==> src/rtl/spram_rr_ctrl_pkg.sv <==
// Shared definitions for the single-port RAM round-robin controller.
// Holds the default RAM geometry (also used by the RAM benches) and the
// arbiter state encoding.
package spram_rr_ctrl_pkg;

  localparam int DEF_DATA_WIDTH = 16;
  localparam int DEF_ADDR_WIDTH = 8;

  // Arbiter ownership state. Encodings are fixed because other benches
  // decode them directly.
  typedef enum logic [1:0] {
    ST_IDLE = 2'd0,
    ST_OWN0 = 2'd1,
    ST_OWN1 = 2'd2
  } arb_state_t;

endpackage

==> src/rtl/spram_rr_ctrl_arb.sv <==
// rr_burst_arb2: two-input round-robin arbiter with a bounded burst lock.
// Ports:
//   clock, reset_n   : clock and synchronous active-low reset
//   req0, req1       : access requests
//   gnt0, gnt1       : combinational one-hot (or zero) grants
//   state            : current ownership state, exported for observation
// The owner keeps the grant while it keeps requesting, until it has taken
// MAX_BURST consecutive grants with the other side waiting; a lone
// requester is never throttled.
module rr_burst_arb2
  import spram_rr_ctrl_pkg::*;
#(
  parameter int MAX_BURST = 4
) (
  input  logic       clock,
  input  logic       reset_n,
  input  logic       req0,
  input  logic       req1,
  output logic       gnt0,
  output logic       gnt1,
  output arb_state_t state
);

  localparam int CW = $clog2(MAX_BURST + 1);
  localparam logic [CW-1:0] MAX_CNT = CW'(MAX_BURST);
  localparam logic [CW-1:0] ONE_CNT = CW'(1);

  arb_state_t    state_next;
  logic [CW-1:0] burst_cnt, burst_cnt_next;
  logic          last_served, last_served_next;

  always_ff @(posedge clock) begin
    if (!reset_n) begin
      state       <= ST_IDLE;
      burst_cnt   <= '0;
      last_served <= 1'b1;  // requester 0 wins the first tie
    end else begin
      state       <= state_next;
      burst_cnt   <= burst_cnt_next;
      last_served <= last_served_next;
    end
  end

  always_comb begin
    state_next       = state;
    burst_cnt_next   = burst_cnt;
    last_served_next = last_served;
    gnt0             = 1'b0;
    gnt1             = 1'b0;

    unique case (state)
      ST_IDLE: begin
        if (req0 && (!req1 || last_served)) begin
          gnt0 = 1'b1; state_next = ST_OWN0; burst_cnt_next = ONE_CNT; last_served_next = 1'b0;
        end else if (req1) begin
          gnt1 = 1'b1; state_next = ST_OWN1; burst_cnt_next = ONE_CNT; last_served_next = 1'b1;
        end
      end
      ST_OWN0: begin
        if (req0 && (burst_cnt < MAX_CNT || !req1)) begin
          gnt0 = 1'b1;
          burst_cnt_next = (burst_cnt == MAX_CNT) ? MAX_CNT : burst_cnt + ONE_CNT;
        end else if (req1) begin
          gnt1 = 1'b1; state_next = ST_OWN1; burst_cnt_next = ONE_CNT; last_served_next = 1'b1;
        end else begin
          state_next = ST_IDLE; burst_cnt_next = '0;
        end
      end
      ST_OWN1: begin
        if (req1 && (burst_cnt < MAX_CNT || !req0)) begin
          gnt1 = 1'b1;
          burst_cnt_next = (burst_cnt == MAX_CNT) ? MAX_CNT : burst_cnt + ONE_CNT;
        end else if (req0) begin
          gnt0 = 1'b1; state_next = ST_OWN0; burst_cnt_next = ONE_CNT; last_served_next = 1'b0;
        end else begin
          state_next = ST_IDLE; burst_cnt_next = '0;
        end
      end
      default: begin
        state_next = ST_IDLE; burst_cnt_next = '0;
      end
    endcase

    // No access may be accepted on a reset edge.
    if (!reset_n) begin
      gnt0 = 1'b0;
      gnt1 = 1'b0;
    end
  end

endmodule

==> src/rtl/spram_rr_ctrl.sv <==
// spram_rr_ctrl: shares one external single-port RAM between two requesters.
// Ports:
//   clock, reset_n                  : clock and synchronous active-low reset
//   reqX/weX/addrX/wdataX           : requester X access (we=1 write, 0 read)
//   gntX                            : access accepted this cycle
//   rvalidX/rdataX                  : read result, one cycle after a read grant
//   ram_we/ram_addr/ram_data        : drive the RAM port
//   ram_out                         : RAM synchronous read data
//   arb_state                       : arbiter state, for observation
// Handshake: a requester holds req/we/addr/wdata stable until gnt is high;
// the access is consumed on the posedge where gnt=1, and the requester may
// drop req or present a new access in the following cycle. gnt is purely
// combinational from req and arbiter state.
module spram_rr_ctrl
  import spram_rr_ctrl_pkg::*;
#(
  parameter int DATA_WIDTH = DEF_DATA_WIDTH,
  parameter int ADDR_WIDTH = DEF_ADDR_WIDTH,
  parameter int MAX_BURST  = 4
) (
  input  logic                  clock,
  input  logic                  reset_n,
  input  logic                  req0,
  input  logic                  we0,
  input  logic [ADDR_WIDTH-1:0] addr0,
  input  logic [DATA_WIDTH-1:0] wdata0,
  output logic                  gnt0,
  output logic                  rvalid0,
  output logic [DATA_WIDTH-1:0] rdata0,
  input  logic                  req1,
  input  logic                  we1,
  input  logic [ADDR_WIDTH-1:0] addr1,
  input  logic [DATA_WIDTH-1:0] wdata1,
  output logic                  gnt1,
  output logic                  rvalid1,
  output logic [DATA_WIDTH-1:0] rdata1,
  output logic                  ram_we,
  output logic [ADDR_WIDTH-1:0] ram_addr,
  output logic [DATA_WIDTH-1:0] ram_data,
  input  logic [DATA_WIDTH-1:0] ram_out,
  output arb_state_t            arb_state
);

  rr_burst_arb2 #(.MAX_BURST(MAX_BURST)) u_arb (
    .clock   (clock),
    .reset_n (reset_n),
    .req0    (req0),
    .req1    (req1),
    .gnt0    (gnt0),
    .gnt1    (gnt1),
    .state   (arb_state)
  );

  // Grants are already forced low in reset, so the idle value covers reset too.
  always_comb begin
    ram_we   = 1'b0;
    ram_addr = '0;
    ram_data = '0;
    if (gnt0) begin
      ram_we = we0; ram_addr = addr0; ram_data = wdata0;
    end else if (gnt1) begin
      ram_we = we1; ram_addr = addr1; ram_data = wdata1;
    end
  end

  // RAM read data lands one edge after the grant, in step with these flags.
  always_ff @(posedge clock) begin
    if (!reset_n) begin
      rvalid0 <= 1'b0;
      rvalid1 <= 1'b0;
    end else begin
      rvalid0 <= gnt0 & ~we0;
      rvalid1 <= gnt1 & ~we1;
    end
  end

  assign rdata0 = ram_out;
  assign rdata1 = ram_out;

endmodule

==> config.mk <==
export PLATFORM = sky130hd
export DESIGN_NAME = spram_rr_ctrl
export DESIGN_NICKNAME = d
export VERILOG_FILES = /design/src/rtl/spram_rr_ctrl_pkg.sv /design/src/rtl/spram_rr_ctrl_arb.sv /design/src/rtl/spram_rr_ctrl.sv
export SDC_FILE = /design/constraint.sdc
export NUM_CORES = 1
export LEC_CHECK = 0
export ABC_AREA = 1
export CELL_PAD_IN_SITES_DETAIL_PLACEMENT = 1
export CELL_PAD_IN_SITES_GLOBAL_PLACEMENT = 1
export CORE_AREA = 2 2 90 84
export DETAILED_ROUTE_END_ITERATION = 6
export DIE_AREA = 0 0 92 86
export HOLD_SLACK_MARGIN = 0.02
export PLACE_DENSITY_LB_ADDON = 0.2
export SYNTH_ARGS = -nofsm -noshare
export SYNTH_HDL_FRONTEND = slang
export SYNTH_HIERARCHICAL = 1
export SYNTH_SLANG_ARGS = --single-unit
==> constraint.sdc <==
create_clock -name clock -period 4.2 [get_ports clock]
set_input_delay 0.84 -clock clock [delete_from_list [all_inputs] [get_ports clock]]
set_output_delay 0.84 -clock clock [all_outputs]
set_load 0.02 [all_outputs]
## Yosys cells after proc, flatten, opt, wreduce, memory -nomap -nowiden

Cells that the tools add are included.

| storage, ports and cells | value |
|---|---|
| logic and storage cells | 69 |
| bits of input ports | 70 |
| register bits after elaboration | 8 |
| output and inout bits | 63 |

| operators by class | value |
|---|---|
| add/subtract/negate cells | 1 |
| equality and inequality tests | 7 |
| reduce and logical (&&, ||, !) cells | 12 |
| magnitude comparators | 1 |
| bitwise logic cells | 4 |
| muxes and demuxes | 39 |

Operators by type and width:

| operator | count |
|---|---|
| 2-to-1 mux 16 bit | 2 |
| 2-to-1 mux 1 bit | 20 |
| 2-to-1 mux 8 bit | 2 |
| 2-to-1 mux 3 bit | 5 |
| 2-to-1 mux 2 bit | 5 |
| one-hot mux 1 bit (3 select lines) | 3 |
| one-hot mux 3 bit (3 select lines) | 1 |
| inequality test 2 bit (second input constant) | 3 |
| one-hot mux 2 bit (3 select lines) | 1 |
| AND reduction 4 bit | 1 |
| adder 3 x 1 -> 3 bit (second input constant) | 1 |
| equality test 3 bit (second input constant) | 1 |
| logical AND 1 bit | 3 |
| logical OR 1 bit | 3 |
| less-than comparator 3 bit (second input constant) | 1 |
| inequality test 3 x 2 -> 1 bit (second input constant) | 1 |
| AND reduction 3 bit | 1 |
| nonzero test 3 bit | 1 |
| bitwise AND 1 bit | 2 |
| equality test 2 x 1 -> 1 bit (second input constant) | 1 |
| equality test 2 bit (second input constant) | 1 |
| zero test 1 bit | 2 |
| zero test 2 bit | 1 |
| NOT 1 bit | 2 |

## Depth between registers and ports, before layout

Gate-level depths: netlist (run 1).

| logic depth | value |
|---|---|
| depth in word-level cells | 8 |
| gate-level depth with buffers | 12 |
| depth with buffers taken out | 10 |

## Modules after synthesis

The synthesis (run 1) kept the hierarchy.

Modules (own cells, without submodules):

| module | cells an instance | sequential area each (um2) | area each (um2) | instances |
|---|---|---|---|---|
| spram_rr_ctrl | 122 | 40.0 | 832.0 | 1 |
| rr_burst_arb2 | 83 | 120.1 | 521.8 | 1 |

## Worst setup path before layout (run 1)

Ideal clock, no wire load.

| path | value |
|---|---|
| path type | input-to-output |
| from | input req1 |
| to | output ram_data[10] |
| buffers on the path | 2 |
| data required time | 3360 ps |
| stages on the path | 10 |
| slack | 1218 ps |
| arrival time | 2142 ps |
| cell sequence | inv_2 -> a21oi_2 -> nand2_1 -> nand2_1 -> o21ai_0 -> nor2_1 -> buf_6 -> buf_8 -> nand3_2 -> nand2_1 |

| on the way | value |
|---|---|
| cells in the longest elaborated chain, start to end | 8 |
| elaborated cells between the ends (all ways) | 19 |
| classes of those cells | mux: 13; reduce/logical: 6 |

RTL lines:

| what | line | RTL |
|---|---|---|
| from (decl) | spram_rr_ctrl.sv:30 | `input logic req1,` |
| zero test 1 bit | spram_rr_ctrl_arb.sv:53, spram_rr_ctrl_arb.sv:60 |  |
| logical OR 1 bit (on tied branches) | spram_rr_ctrl_arb.sv:60, spram_rr_ctrl_arb.sv:53 |  |
| logical AND 1 bit (on tied branches) | spram_rr_ctrl_arb.sv:60, spram_rr_ctrl_arb.sv:53 |  |
| 2-to-1 mux 1 bit (on tied branches) | spram_rr_ctrl_arb.sv:60, spram_rr_ctrl_arb.sv:53 |  |
| one-hot mux 1 bit (3 select lines) * | spram_rr_ctrl_arb.sv:51 | `unique case (state)` |
| 2-to-1 mux 1 bit * | spram_rr_ctrl_arb.sv:85 | `if (!reset_n) begin` |
| via gnt1 | spram_rr_ctrl.sv:34 | `output logic gnt1,` |
| 2-to-1 mux 16 bit * | spram_rr_ctrl.sv:61 | `end else if (gnt1) begin` |
| 2-to-1 mux 16 bit * | spram_rr_ctrl.sv:59 | `if (gnt0) begin` |
| to (decl) | spram_rr_ctrl.sv:39 | `output logic [DATA_WIDTH-1:0] ram_data,` |

Mark *: on every way through the listed nets, which the timed path passes. The rest lies on a longest branch.

## Worst setup path after layout (run 1)

| path | value |
|---|---|
| from | input req0 |
| to | output ram_we |

| on the way | value |
|---|---|
| cells in the longest elaborated chain, start to end | 8 |
| elaborated cells between the ends (all ways) | 18 |
| classes of those cells | mux: 13; reduce/logical: 5 |

RTL lines:

| what | line | RTL |
|---|---|---|
| from (decl) | spram_rr_ctrl.sv:23 | `input logic req0,` |
| zero test 1 bit | spram_rr_ctrl_arb.sv:70 | `if (req1 && (burst_cnt < MAX_CNT \|\| !req0)) begin` |
| logical OR 1 bit | spram_rr_ctrl_arb.sv:70 |  |
| logical AND 1 bit | spram_rr_ctrl_arb.sv:70 |  |
| 2-to-1 mux 1 bit | spram_rr_ctrl_arb.sv:70 |  |
| one-hot mux 1 bit (3 select lines) | spram_rr_ctrl_arb.sv:51 |  |
| 2-to-1 mux 1 bit | spram_rr_ctrl_arb.sv:85 |  |
| 2-to-1 mux 1 bit | spram_rr_ctrl.sv:61 |  |
| 2-to-1 mux 1 bit * | spram_rr_ctrl.sv:59 |  |
| to (decl) | spram_rr_ctrl.sv:37 | `output logic ram_we,` |

Mark *: on every way between the ends. The rest lies on a longest branch, timed or not.

==> results of run 1 <==
worst min path at each step:
stage,cells past startpoint,slack [ps],end
after floorplan,2,460,u_arb/burst_cnt[1]
after global routing,2,540,u_arb/burst_cnt[1]
after detailed placement,2,490,u_arb/burst_cnt[1]
after CTS,2,490,u_arb/burst_cnt[1]
final,2,490,u_arb/burst_cnt[1]
after global placement,2,480,u_arb/burst_cnt[1]
layout by cell type (no fill, tap or decap), types with 3 or more instances in the layout:
cell type	count
nand3_1	12
inv_2	4
nor2_1	7
clkbuf_8	3
dfxtp_1	8
ha_1	6
clkdlybuf4s50_1	84
nand3_2	20
nand2_1	76
inv_1	10
a21oi_1	7
report_power, final:
| group | switching (W) | internal (W) |
|---|---|---|
| clock | 0.0000291 | 0.0000620 |
| sequential | 0.0000162 | 0.0000937 |
| combinational | 0.000366 | 0.000293 |
| total | 0.000411 | 0.000448 |
worst max-delay path, stage by stage:
cell and delay (ps):
clkdlybuf4s50_1 590, inv_2 90, a21oi_2 170, nand2_1 130
o211ai_1 120, nand3_1 90, inv_1 100, buf_12 190
inv_8 110, nand3_1 80, nand2_1 50, clkdlybuf4s50_1 560
routing by layer:
layer  up-vias  global-route usage, %  part of all wire, %
met5         -                      0                    0
met4         0                   1.76                 0.31
met3         2                   3.51                  7.6
met2        49                   17.1                   44
met1       604                   15.1                   48
li1        719                      -                    -
kinds of logic (layout without fill, tap and decap cells):
group,count (synthesis),after routing
XOR/XNOR,1,1
buffers and inverters,55,104
AO/OA/AOI/OAI,13,13
adder cells (fa/ha/maj),6,6
AND/OR/NAND/NOR,122,122
flip-flops,8,8
cell type report:
| class | count | share of cell area [%] |
|---|---|---|
| inverters | 15 | 3.12 |
| flip-flops and latches | 8 | 7.83 |
| well taps | 93 | 5.69 |
| clock buffers | 3 | 2.02 |
| multi-input cells | 142 | 38.3 |
| repair buffers | 86 | 43.1 |
state kept, by name, summed over array words and instances, names as in the netlist:
signal             count
rvalid0                1
rvalid1                1
u_arb/burst_cnt        3
u_arb/last_served      1
u_arb/state            2
through the flow:
stage	TNS [ps]	hold WS, ps	util [%]
after floorplan	0	460	-
after global placement	0	479	29.0
after detailed placement	0	488	29.0
after CTS	0	494	29.6
after global routing	-0.384	536	29.7
final	0	488	29.7
==> metrics.txt, run 1 <==
register area share after synthesis 11.8%; initial DRC count 39; area of the multi-input gates 783 sq um; clock root cell clkbuf_8; Synth Area in Adders 5.55%; setup bufs post-CTS 0; sink count of the clock tree 8; Final setup viols 0; crit share post-route 94.6%; first-pass GRT wire length 7.04 mm; relative slew slack 82.0%; via count 1374; fin worst setup slack 227 ps; reg2reg setup slack 2570 ps; share of layout cells above drive strength 1 14.6%; Crit path required time 3360 ps; arrival time worst endpoint 3130 ps; row cnt 29; Hold Violations, Final 0; Routed wire per std cell 12.9 microns; Synth area leaders nand2_1 (21%), buf_4 (19%), nand3_2 (15%), dfxtp_1 (12%), ha_1 (5.5%); post-synthesis mux area share 0%; Crit Reg-Reg Startpoint u_arb/state[0]; Clock Latency Late Sink 220 ps; Design Power 0.000859 W; Detail Route Antenna Nets 0; IO buf count 84; clock tree from TritonCTS built; Syn-to-layout area delta 51.1%; Yosys reg bits 8; power density cells 420 nW/um^2; total congestion overflow 0; Bufs on Longest Clock Path 2; fillcell total 860; routed wire length 4.47 mm; Seq. cell area 160 sq um; Post-DP Area 2000 sq um; worst-path fanout max 28; VDD IR max 0.186 mV; largest family of logic cells by synthesized area simple AND/OR/NAND/NOR gates; crit path capture type output port; Layout Cells excl Fill 347; most instantiated library cell after synthesis nand2_1; vias in the first global route 1379; Mapped Area 1350 sq um; DIE WIDTH 92 microns; dpl hpwl 3.56 mm; Post-route DRC 0; Crit Reg-Reg Endpoint rvalid1; ys async rst share 0%; largest net degree at the start of global routing 29; HP Start u_arb/burst_cnt[1]; fin crit period 3970 ps; Syn Nets 281; cell area after layout 2050 sq um; starting density of the core 19.6%; area share of xor/xnor cells in the synthesized design 0.647%; Yosys cell types 25; Slew @ Worst Pin 270 ps; compound-gate portion of the synthesized area 5.64%; IO Pins 133; fin nets 332; CP Launch Type input pin; Crit Path Class input pin to output port; initial antenna violation count 0; Post-synth top cells nand2_1 (76), buf_4 (34), nand3_2 (20); max-cap violations 0; Setup Skew 1.80 ps; number of vias per cell 3.96; R2R depth 11; number of inserted diodes 0; H-tree depth 1; routability cong. 0.822; critical path launch point req0; die area 7910 sq um; Syn Inst Count 205; P_leak 0.864 nW; Avg Cell Area, Syn 6.60 sq um; CTS clk-pin slew, worst paths 40 ps; crit path to ram_we; achievable frequency 0.252 GHz; top-area cell type share of the netlist area 21.1%; PostCTS Resize Cnt 0; CTS hold repair buffers 0; status finished clean; cell accounting for the most synthesized area nand2_1; total CTS buffers 3; chip height 86 microns; Post-synth EDFFs 0; Tot GR Track Use 11.0%; Synth Warn # 6; Synth Area in Simple Gates 45.6%; dpl ws 195 ps; Final Max Slew Viols 0; placed insts 344; Synth Flop Type dfxtp_1; area of the core 6890 sq um; first-pass iteration count of the detailed router 4; hold crit path type flop to flop
(Power assumes the default switching activity.)
==> inputs of run 2 (changes only) <==
- CORE_AREA: 2 2 90 84 -> 2 2 120 64
- DIE_AREA: 0 0 92 86 -> 0 0 122 66
==> run 2 against run 1 <==
Routed wire length is 2.2% higher. Largest cell class unchanged. Flip-flop and latch count did not move. Sequential power is essentially flat.
==> metrics.txt, run 2 (same netlist as run 1, synthesis figures left out) <==
status finished clean; Post-route DRC 0; starting density of the core 19.3%; Clock Latency Late Sink 230 ps; IO Pins 133; DIE WIDTH 122 microns; number of vias per cell 3.98; via count 1402; clock root cell clkbuf_16; die area 8050 sq um; GRT met3 Usage 1.64%; Reg with most FFs u_arb/burst_cnt; P_leak 0.913 nW; worst-path fanout max 25; first-pass GRT wire length 7.18 mm; met2 Track Usage GR 16.9%; crit path capture type output port; initial antenna violation count 0; CP Cell Sequence clkdlybuf4s50_1 > nand2_1 > o21ai_2 > nor2_1 > nand2_1 > nand2_1 > o21ai_0 > nor2_4 > buf_12 > nand3_2 > nand2_1 > clkdlybuf4s50_1; routed wire length 4.57 mm; CTS hold repair buffers 0; Tot GR Track Use 11.4%; Slew @ Worst Pin 335 ps; fin worst setup slack 261 ps; Largest register FFs 3; met1 GRT Util 16.8%; CP Launch Type input pin; Crit Path Class input pin to output port; row cnt 22; arrival time worst endpoint 3100 ps; Final setup viols 0; relative slew slack 77.5%; share of layout cells above drive strength 1 15.6%; CP most frequent cell nand2_1; total CTS buffers 3; Seq. cell area 160 sq um; vias in the first global route 1466; Final Max Slew Viols 0; R2R depth 11; hold crit path type flop to flop; area of the multi-input gates 788 sq um; Detail Route Antenna Nets 0; Setup Skew 1.55 ps; largest net degree at the start of global routing 26; Largest regs u_arb/burst_cnt x3, u_arb/state x2; setup_tns 0 ps; area of the core 7020 sq um; fillcell total 860; busiest grt layer met2; achievable frequency 0.254 GHz; fin crit period 3940 ps; first-pass iteration count of the detailed router 4; fin nets 334; crit share post-route 93.8%; CTS clk-pin slew, worst paths 40 ps; H-tree depth 1; routability cong. 0.809; sink count of the clock tree 8; clock tree from TritonCTS built; total congestion overflow 0; Hold Violations, Final 0; Levels on crit path 12; commonest non-fill, non-tap cell in the layout clkdlybuf4s50_1; power density cells 448 nW/um^2; dpl ws 84.4 ps; Top Family by Delay on Critical Path buffers and inverters; most frequent cells in the layout clkdlybuf4s50_1 (82), nand2_1 (76), nand3_2 (20), nand3_1 (12), inv_1 (9); initial DRC count 72; chip height 66 microns; max-cap violations 0; hold path depth 2; RSZ-0062 raised after global routing false; Bufs on Longest Clock Path 2; CP Buf/Inv Count 3; dpl hpwl 3.75 mm; final core occ 30.0%; CP max-delay cell clkdlybuf4s50_1; number of inserted diodes 0; Syn-to-layout area delta 55.7%; IO buf count 84; Slowest Stage Delay on Critical Path 620 ps; Routed wire per std cell 13.0 microns; VDD IR max 0.134 mV; Crit path required time 3360 ps
[run 2: metal layers]
metal  vias up  part of all wire (%)  routed length (microns)
met5         -                     0                        0
met4         0                  0.83                       38
met3         4                   5.8                      264
met2        39                    42                     1940
met1       637                    51                     2320
li1        722                     -                        -
[run 2: power by group]
part	switching, W	leakage [nW]	total, W	internal [W]
logic	0.000376	0.810	0.000674	0.000298
registers	0.0000181	0.0656	0.000112	0.0000938
clock network	0.0000367	0.0370	0.000159	0.000123
total	0.000431	0.913	0.000945	0.000515
[run 2: cell type report]
type	count	share of cell area, %
clock buffer	3	3.56
tap	96	5.70
inverter	15	3.03
timing repair buffer	88	42.7
sequential	8	7.60
multi-input combinational	142	37.4
[run 2: final timing paths]
| kind | startpoint | to | slack (ps) |
|---|---|---|---|
| setup reg to reg | u_arb/state[0] | rvalid1 | 2480 |
| setup / recovery | req0 | ram_data[5] | 260 |
| hold / removal | u_arb/burst_cnt[0] | u_arb/burst_cnt[0] | 500 |
| hold reg to reg | u_arb/burst_cnt[0] | u_arb/burst_cnt[0] | 500 |
[run 2: worst reg2reg max path, cell delays in order, from the launching register on]
cell and delay, ps:
dfxtp_1 400, inv_1 90, ha_1 240, inv_1 110
nor2_1 60, nand2_1 60, nand2_1 50, o21ai_0 290
nor2_4 70, buf_4 150, nand2_1 50, nor2_1 40
[run 2: stage by stage]
| stage | hold WS [ps] | total power (W) | cells | instance area (sq um) |
|---|---|---|---|---|
| after floorplan | 460 | 0.000579 | 205 | 1350 |
| after global placement | 480 | 0.000789 | 349 | 2010 |
| after detailed placement | 491 | 0.000784 | 349 | 2010 |
| after CTS | 497 | 0.000951 | 352 | 2090 |
| after global routing | 506 | 0.00103 | 352 | 2110 |
| final | 496 | 0.000945 | 352 | 2110 |
[run 2: timing repair]
action                     4_1_cts  5_1_grt
setup endpoints to repair        0       24
resized for setup                0        7
buffers inserted                 0        0
==> inputs of run 3 (changes only) <==
- REMOVE_ABC_BUFFERS: default -> 1
- SETUP_SLACK_MARGIN: default -> 0.3
==> run 3 against run 2 <==
Fmax is 6.3% higher. Sequential share of layout area up 0.11 points. Worst setup slack gained 230 ps. Flip-flop and latch count stayed put. Routed wire length rose by 19%. Non-clock buffer count is 2 lower. Cell area shrank 1.5%. Clock power is 6% higher. Clock-buffer cell count is the same. Largest cell class unchanged.
==> metrics.txt, run 3 (same netlist as run 1, synthesis figures left out) <==
status finished clean; starting density of the core 19.3%; Worst Hold End u_arb/burst_cnt[0]; Crit Reg-Reg Startpoint u_arb/state[0]; routed wire length 5.42 mm; Clock Latency Late Sink 240 ps; first-pass iteration count of the detailed router 4; HP Start u_arb/burst_cnt[0]; Fin Hold WS 495 ps; power density cells 455 nW/um^2; Crit Path Class input pin to output port; H-tree depth 1; number of inserted diodes 0; fin crit period 3700 ps; Bufs on Longest Clock Path 2; arrival time worst endpoint 2860 ps; clock root cell clkbuf_16; VDD IR max 0.123 mV; row cnt 22; Syn-to-layout area delta 53.4%; Routed wire per std cell 15.5 microns; CTS hold repair buffers 0; hold crit path type flop to flop; DIE WIDTH 122 microns; Tot GR Track Use 13.3%; sink count of the clock tree 8; number of vias per cell 4.19; area of the core 7020 sq um; Largest register FFs 3; P_leak 0.907 nW; first-pass GRT wire length 8.07 mm; Final setup viols 0; clock power share 17.8%; setup_tns 0 ps; R2R depth 11; Switch Pwr 0.000444 W; Flop pwr share 11.9%; crit share post-route 88.2%; via count 1466; Net Sw Frac 46.9%; Combinational Power Share 70.4%; IO Pins 133; Final Max Slew Viols 0; largest net degree at the start of global routing 29; achievable frequency 0.270 GHz; Crit Reg-Reg Endpoint rvalid1; relative slew slack 82.0%; most frequent cells in the layout clkdlybuf4s50_1 (78), nand2_1 (76), nand3_2 (20), nand3_1 (12), inv_1 (10); IO buf count 84; CTS clk-pin slew, worst paths 40 ps; Slew @ Worst Pin 270 ps; Setup Skew 3.85 ps; Reg with most FFs u_arb/burst_cnt; fin nets 332; Int Pwr 0.000502 W; PostCTS Resize Cnt 5; reg2reg setup slack 2490 ps; routability cong. 0.892; CP Launch Type input pin; crit path capture type output port; share of layout cells above drive strength 1 14.2%; cell area after layout 2080 sq um; Post-route DRC 0; chip height 66 microns; hold path depth 2; vias in the first global route 1390; worst-path fanout max 27; Detail Route Antenna Nets 0; initial DRC count 38; Design Power 0.000945 W; Crit path required time 3360 ps; setup bufs post-CTS 0; die area 8050 sq um; commonest non-fill, non-tap cell in the layout clkdlybuf4s50_1; Post-DP Area 2000 sq um; total CTS buffers 3; clock tree from TritonCTS built; Hold Violations, Final 0; dpl hpwl 4.42 mm; total congestion overflow 0; Largest regs u_arb/burst_cnt x3, u_arb/state x2; RSZ-0062 raised after global routing true; max-cap violations 0; initial antenna violation count 0
## run 3: final cells by class
| class | instances | area, sq um |
|---|---|---|
| Timing Repair Buffer | 86 | 878 |
| Multi-Input combinational cell | 142 | 779 |
| Fill cell | 889 | 4940 |
| Clock buffer | 3 | 75.1 |
| Inverter | 15 | 63.8 |
| Sequential cell | 8 | 160 |
| Tap cell | 96 | 120 |
## run 3: worst max path at each step
stage	from	endpoint	slack, ps	cells past startpoint
2_1_floorplan	req1	ram_addr[6]	160	8
3_3_place_gp	req1	ram_data[3]	140	11
5_1_grt	req0	ram_data[12]	300	12
6_report	req1	ram_addr[2]	500	11
3_5_place_dp	req1	ram_data[11]	200	11
4_1_cts	req1	ram_addr[6]	470	11
## run 3: worst max-delay path, cell delays in order
cell             delay (ps)
clkdlybuf4s15_1         320
inv_2                    90
a21oi_2                 170
nand2_1                 140
nand2_1                  90
o21ai_0                  90
nor2_2                  140
buf_12                  220
nand3_2                  80
nand2_1                  60
clkdlybuf4s50_1         620
## run 3: layer usage
layer  share of wire, %  routed length, microns  GRT usage [%]  vias up
met5                  0                       0              0        -
met3                8.2                     444           5.43        4
met2                 40                    2170           16.8       53
met1                 51                    2760           20.2      689
li1                   -                       -              -      720
met4               0.90                      49           2.59        0
## run 3: power groups by stage
stage          sequential, W  clock (W)  combinational, W
3_5_place_dp        0.000114          0          0.000677
3_3_place_gp        0.000114          0          0.000681
4_1_cts             0.000113   0.000173          0.000674
6_report            0.000112   0.000168          0.000665
5_1_grt             0.000116   0.000179          0.000727
2_1_floorplan       0.000118          0          0.000354
## run 3: through the flow
| stage | cells | util (%) | worst slack [ps] |
|---|---|---|---|
| final | 350 | 29.6 | 495 |
| after global routing | 350 | 29.6 | 296 |
| after CTS | 350 | 29.5 | 470 |
| after detailed placement | 347 | 28.6 | 201 |
| after global placement | 347 | 28.6 | 138 |
| after floorplan | 165 | - | 156 |
